===== src/rtl/data_memory_responder.sv =====
// data_memory_responder: data-memory responder with posted FIFO write buffer, store-to-load forwarding
// and rate-limited drain to the word array; define DMEM_STATS_EN to add read_count/write_count.
module data_memory_responder #(
  parameter int ADDR_W         = 4,
  parameter int DATA_W         = 32,
  parameter int WBUF_DEPTH     = 4,
  parameter int DRAIN_INTERVAL = 2
) (
  input  logic              clock,
  input  logic              rst,
  input  logic              mem_read,
  input  logic              mem_write,
  input  logic [ADDR_W-1:0] address,
  input  logic [DATA_W-1:0] mem_write_data,
  output logic [DATA_W-1:0] mem_read_data,
  output logic              wbuf_full,
  output logic              wbuf_empty,
  output logic              wr_overflow
`ifdef DMEM_STATS_EN
  ,
  output logic [15:0]       read_count,
  output logic [15:0]       write_count
`endif
);
  localparam int WORDS = 1 << ADDR_W;
  localparam int PW = (WBUF_DEPTH > 1) ? $clog2(WBUF_DEPTH) : 1;
  localparam int OW = $clog2(WBUF_DEPTH + 1);
  localparam int CW = $clog2(DRAIN_INTERVAL + 1);
  localparam logic [PW-1:0] PLAST = PW'(WBUF_DEPTH - 1);
  localparam logic [OW-1:0] OFULL = OW'(WBUF_DEPTH);
  localparam logic [CW-1:0] DLAST = CW'(DRAIN_INTERVAL - 1);

  logic [DATA_W-1:0] arr_q [WORDS];
  logic [ADDR_W-1:0] ba_q [WBUF_DEPTH];
  logic [DATA_W-1:0] bd_q [WBUF_DEPTH];
  logic [PW-1:0]     head_q, head_d, tail_q, tail_d, idx;
  logic [OW-1:0]     occ_q, occ_d;
  logic [CW-1:0]     drain_q, drain_d;
  logic              ovf_q, pop, push, hit;
  logic [DATA_W-1:0] fwd;

  assign wbuf_empty  = occ_q == '0;
  assign wbuf_full   = occ_q == OFULL;
  assign wr_overflow = ovf_q;
  // pop is decided on the pre-edge occupancy, so a push into an empty buffer never pops
  assign pop  = !wbuf_empty && drain_q == DLAST;
  assign push = mem_write && (!wbuf_full || pop);

  always_comb begin
    head_d  = pop ? ((head_q == PLAST) ? '0 : head_q + 1'b1) : head_q;
    tail_d  = push ? ((tail_q == PLAST) ? '0 : tail_q + 1'b1) : tail_q;
    occ_d   = occ_q + OW'(push) - OW'(pop);
    drain_d = (wbuf_empty || pop) ? '0 : drain_q + 1'b1;
  end

  // walk oldest to youngest so the youngest matching entry is the one left in fwd
  always_comb begin
    hit = 1'b0;
    fwd = '0;
    idx = '0;
    for (int i = 0; i < WBUF_DEPTH; i++) begin
      idx = PW'((int'(head_q) + i) % WBUF_DEPTH);
      if (i < int'(occ_q) && ba_q[idx] == address) begin
        hit = 1'b1;
        fwd = bd_q[idx];
      end
    end
  end

  assign mem_read_data = !mem_read ? '0 : hit ? fwd : arr_q[address];

  always_ff @(posedge clock or negedge rst) begin
    if (!rst) begin
      for (int i = 0; i < WORDS; i++) arr_q[i] <= '0;
      for (int i = 0; i < WBUF_DEPTH; i++) begin
        ba_q[i] <= '0;
        bd_q[i] <= '0;
      end
      head_q  <= '0;
      tail_q  <= '0;
      occ_q   <= '0;
      drain_q <= '0;
      ovf_q   <= 1'b0;
    end else begin
      if (pop) arr_q[ba_q[head_q]] <= bd_q[head_q];
      if (push) begin
        ba_q[tail_q] <= address;
        bd_q[tail_q] <= mem_write_data;
      end
      head_q  <= head_d;
      tail_q  <= tail_d;
      occ_q   <= occ_d;
      drain_q <= drain_d;
      if (mem_write && !push) ovf_q <= 1'b1;
    end
  end

`ifdef DMEM_STATS_EN
  logic [15:0] rc_q, wc_q;
  assign read_count  = rc_q;
  assign write_count = wc_q;
  always_ff @(posedge clock or negedge rst) begin
    if (!rst) begin
      rc_q <= '0;
      wc_q <= '0;
    end else begin
      rc_q <= (mem_read && rc_q != 16'hFFFF) ? rc_q + 16'd1 : rc_q;
      wc_q <= (push && wc_q != 16'hFFFF) ? wc_q + 16'd1 : wc_q;
    end
  end
`endif
endmodule


===== config.mk =====
export PLATFORM = sky130hd
export DESIGN_NAME = data_memory_responder
export DESIGN_NICKNAME = d
export VERILOG_FILES = /design/src/rtl/data_memory_responder.sv
export SDC_FILE = /design/constraint.sdc
export NUM_CORES = 1
export LEC_CHECK = 0
export CAP_MARGIN = 20
export CORE_MARGIN = 2
export CORE_UTILIZATION = 42
export DETAILED_ROUTE_END_ITERATION = 12
export DONT_BUFFER_PORTS = 1
export PLACE_DENSITY = 0.6
export SYNTH_ARGS = -nofsm -noshare
export SYNTH_HDL_FRONTEND = slang
export SYNTH_SLANG_ARGS = --single-unit

===== constraint.sdc =====
create_clock -name clock -period 5.05 [get_ports clock]
set_clock_uncertainty 0.1 [all_clocks]
set_input_delay 1.01 -clock clock [delete_from_list [all_inputs] [get_ports clock]]
set_output_delay 1.01 -clock clock [all_outputs]
set_load 0.01 [all_outputs]

-- After elaboration in Yosys (flattened, before gate mapping)
Cells that the tools add are included.
Widths: inputs -> output; s select.
- bitwise operators: 7
- mux-type cells: 49
- reduce and logical (&&, ||, !) cells: 15
- $lt $le $gt $ge: 13
- equal/unequal tests: 8
- $add $sub $neg: 8
- operators with widths (operator ; count):
    $mux 32 ; 18
    $bwmux 512 ; 1
    $bmux 32 s2 ; 4
    $bmux 32 s4 ; 1
    $bwmux 128 ; 1
    $demux 32 s4 ; 1
    $demux 32 s2 ; 1
    $mux 4 ; 9
    $bmux 4 s2 ; 4
    $bwmux 16 ; 1
    $eq 4x4->1 ; 4
    $ge 3x3->1 const B ; 5
    $not 2->3 ; 5
    $ge 5x5->1 const B ; 2
    $not 4->5 ; 2
    $logic_and 1x1->1 ; 9
    $add 2x1->2 const B ; 4
    $demux 4 s2 ; 1
    $lt 1x3->1 const A ; 2
    $lt 2x3->1 const A ; 2
    $mux 2 ; 3
    $lt 5x1->1 const B ; 1
    $add 2x2->2 const B ; 2
    $eq 2x2->1 const B ; 2
    other kinds (9) ; 15
- logic and storage cells: 129
- register bits: 666

-- Longest topological paths before layout
Gate-level depths: netlist of the first run.
- depth in word-level cells: 12
- gate-level depth with buffers: 11

-- Worst setup path before layout of the first run
OpenSTA, ideal clock, no wires.
- path type: input port to output port
- start point: in address[0]
- end point: out mem_read_data[24]
- arrival time: 3.246 ns
- path buffers: 4
- stages: 9
- setup slack: 0.694 ns
- data required time: 3.940 ns
- cell sequence: clkbuf_1 -> buf_2 -> clkbuf_1 -> buf_1 -> mux4_2 -> a22oi_1 -> nand2_1 -> a222oi_1 -> nor2_1
- longest elaborated chain between the ends: 8
- elaborated cells on any way between the ends: 22
- those cells by class: eq/ne: 4; mux: 13; bitwise: 1; reduce/logical: 4
- ends and longest elaborated chain (element ; RTL line ; source):
    start: declaration ; 13 ; input logic [ADDR_W-1:0] address,
    $eq 4x4->1 ; 63 ; if (i < int'(occ_q) && ba_q[idx] == address) begin
    $logic_and 1x1->1 ; 63 ;
    $mux 32 / $mux 1 (equally long branches) (4 in a row) ; 63 ;
    $mux 32 * (2 in a row) ; 70 ; assign mem_read_data = !mem_read ? '0 : hit ? fwd : arr_q[address];
    end: declaration ; 15 ; output logic [DATA_W-1:0] mem_read_data,
Every way passes the cells marked *; elsewhere a longest branch is shown, timed or not. The select of a mux whose other input is x is not followed.

-- Worst setup path in the final report of the first run
- start point: reg head_q[0]
- end point: out mem_read_data[16]
- longest elaborated chain between the ends: 12
- elaborated cells on any way between the ends: 49
- those cells by class: add/sub: 3; eq/ne: 4; mux: 34; bitwise: 4; reduce/logical: 4
- ends and longest elaborated chain (element ; RTL line ; source):
    start: declaration ; 36 ; logic [PW-1:0] head_q, head_d, tail_q, tail_d, idx;
    start signal: assignment ; 79 ; head_q <= '0;
    start signal: assignment ; 90 ; head_q <= head_d;
    $add 2x1->2 / $not 2->3 (equally long branches) ; 62, 63, 65 ;
    $not 2->3 (implied by the code) / $bmux 4 s2 (equally long branches) ; 63, 65 ;
    $bmux 4 s2 / $mux 4 (equally long branches) ; 63 ;
    $mux 4 (implied by the code) ; 63 ;
    $mux 4 (implied by the code) / $eq 4x4->1 (equally long branches) ; 63 ;
    $eq 4x4->1 / $logic_and 1x1->1 (equally long branches) ; 63 ;
    $logic_and 1x1->1 (tied with other cells) ; 63 ;
    $mux 32 / $mux 1 (equally long branches) (3 in a row) ; 63 ;
    $mux 32 * (2 in a row) ; 70 ;
Marked as above.

==> qor.csv, run 1 <==
metric,value,unit
arrival time worst endpoint,3.73,ns
Placement Rows,103,
grt total ovfl,0,
leading area contributor after synthesis,dfrtp_1,
vias in the first global route,23000,
PwrDens,715,mW/mm^2
Clock Sinks,666,
worst endpoint required time,3.94,ns
area grow syn2layout,10.2,%
Syn Area/Cell,12.4,um^2
ys async rst share,1.00,
synthesized area,0.0333,mm^2
Layout Nets,2668,
Fmax achieved,0.207,GHz
failing checks,slew limit,
element type at the critical path end,primary output,
CP Max Fanout,33,
initial antenna violation count,1,
Max Cap Violations,0,
Hold Path Class,primary input to async pin,
Post-DRT Antenna Nets,0,
setup slack after layout,0.213,ns
post-synth top area share,0.500,
CTS Buf Count,68,
pin count of the biggest net entering global routing,667,
R2R setup slack,1.33,ns
Synth Warn #,0,
clk slew on worst S/H paths,0.06,ns
Die Y-Extent,286,um
measured slew at the worst slew-check pin,2.69,ns
setup bufs post-CTS,0,
Non-Filler Instances,3715,
die area,0.0817,mm^2
WL per Instance,23.8,um
DRC viols,0,
Setup TNS Final,0,ns
die width,286,um
Vias/cell,6.00,
"Min Clock Period, post-route",4.84,ns
most frequent cell after synthesis,dfrtp_1,
Root Driver,clkbuf_16,
Synth Flop Type,dfrtp_1,
share of the yosys chip area belonging to registers,0.500,
clock buffer depth,3,
r2r startpoint,head_q[1],
placed cell count,3598,
Reg2Reg Capture Point,arr_q[88],
synthesized flop and latch total,666,
HPWL after DPL,52.1,mm
DP Worst Slack,0.685,ns
CTS Hold Buffers Added,0,
Routed WL,88.5,mm
worst-case reg-to-reg path depth,5,
max-slew violations,544,
fill cell count,6943,
"EDFF count, synth",0,
initial drt markers,2041,
Initial Util,0.423,
Port Buffers,0,
status,"complete, but fails checks",
ratio of cells with drive above 1 in the final layout,0.299,
CTS tree,done,
CP startpoint kind,flip-flop,
Post-Syn Nets,2740,
H-tree depth,3,
IO Pins,75,
post-cts resize count,0,
WS Path Type,flip-flop to primary output,
total number of vias,22300,
RSZ-0062 raised after global routing,false,
core area,0.0787,mm^2
static leakage,16.2,nW
first-pass iteration count of the detailed router,5,
Max VDD drop,0.503,mV
gr usage total,0.219,
clock latency on the worst-skew pair,0.61,ns
synth top area cells,"dfrtp_1, mux4_2, mux2_2",
Inserted Diodes,0,
final hold vios,0,
Final setup viols,0,
synth cell count leaders,"dfrtp_1, nand2_1, mux2_2",
period utilisation layout,0.958,
first-pass GRT wire length,138,mm
relative slew slack,-0.794,
Mapped Cells,2690,
gpl congestion,0.794,
Synth cell types,39,
per-stage QoR:
| stage | utilization | cell area [um^2] | hold slack (ns) | power (W) |
|---|---|---|---|---|
| floorplan | - | 33300 | 0.315 | 0.0178 |
| global placement | 0.438 | 34500 | 0.327 | 0.0207 |
| detailed placement | 0.438 | 34500 | 0.349 | 0.0213 |
| CTS | 0.466 | 36700 | 0.0255 | 0.0264 |
| global route | 0.467 | 36700 | 0.0140 | 0.0280 |
| finish | 0.467 | 36700 | 0.0570 | 0.0263 |
worst max-delay path by stage:
stage | from | end | slack [ns] | cells after the start
after floorplan | address[0] | mem_read_data[24] | 0.69 | 9
after global placement | head_q[0] | mem_read_data[16] | 0.79 | 10
after detailed placement | head_q[0] | mem_read_data[16] | 0.69 | 10
after CTS | head_q[0] | mem_read_data[16] | 0.03 | 10
after global routing | head_q[0] | mem_read_data[16] | 0.04 | 9
final | head_q[0] | mem_read_data[16] | 0.21 | 9
cell type report:
cell class,instances,area [um^2],area share
tap,1050,1310,0.0358
inverter,40,150,0.00409
clock inverter,12,146,0.00398
clock buffer,105,2070,0.0565
timing repair buffer,77,608,0.0166
multi-input combinational,1765,15800,0.429
sequential,666,16700,0.454
worst max-delay path: stages (launching register included):
cell,delay [ns]
dfrtp_4,0.67
ha_4,0.48
mux2i_1,0.23
mux2_2,0.38
o2111ai_4,0.23
clkbuf_8,0.36
o22ai_1,0.15
a222oi_1,0.33
nor2_2,0.11
buf_4,0.16
kinds of logic (layout without fill, tap and decap cells):
group / after synthesis / in the layout / synth area share
DFF: 666 / 666 / 0.500
muxes: 649 / 649 / 0.298
AOI/OAI and AO/OA: 552 / 552 / 0.0987
and+or+nand+nor: 536 / 536 / 0.0629
buffers and inverters: 259 / 234 / 0.0318
xor gates and xnor gates: 18 / 18 / 0.00473
adders and majority gates: 10 / 10 / 0.00398
routing by layer:
metal  vias to the layer above  share of wire  track usage
met3                       146          0.066       0.0429
met4                         2          0.028       0.0658
met5                         -        0.00021            0
met1                     11700           0.43        0.303
li1                       9746              -            -
met2                       687           0.47        0.352
where the power goes:
group / leakage (nW) / total (W) / internal, W / switching (W)
logic: 6.65 / 0.0119 / 0.00564 / 0.00623
clock network: 1.08 / 0.00507 / 0.00297 / 0.00210
registers: 8.48 / 0.00933 / 0.00768 / 0.00165
total: 16.2 / 0.0263 / 0.0163 / 0.00998
cell usage in the layout, fill, tap and decap left out, types with 7 or more instances in the layout:
cell       count
mux2_1        18
nor2_1        65
dfrtp_1      664
xnor2_1       11
o21ai_0      301
clkbuf_16     71
a21o_1        34
o21ai_1       55
inv_1         40
clkbuf_8      18
mux2i_1       41
nor3_1         8
o22ai_1       31
clkbuf_1      17
ha_1           8
nand2_1      419
mux2_2       352
o21a_1        32
xor2_1         7
mux4_2       238
a222oi_1      31
buf_4         72
a22oi_1       62
nand2_2        9
registers in the layout, summed over array words and instances (netlist names):
name and cells:
wr_overflow 1, occ_q 3, tail_q 2, bd_q 128, ba_q 16, arr_q 512
head_q 2, drain_q 2
Note: power is estimated with default switching activity, not from simulation.
==> run 2, diff against run 1 <==
--- a/config.mk
+++ b/config.mk
@@ -11,6 +11,7 @@
 export DETAILED_ROUTE_END_ITERATION = 12
 export DONT_BUFFER_PORTS = 1
 export PLACE_DENSITY = 0.6
+export SLEW_MARGIN = 20
 export SYNTH_ARGS = -nofsm -noshare
 export SYNTH_HDL_FRONTEND = slang
 export SYNTH_SLANG_ARGS = --single-unit
==> results of run 2 <==
No change in the layout: final DEF, timing and power equal those of run 1.
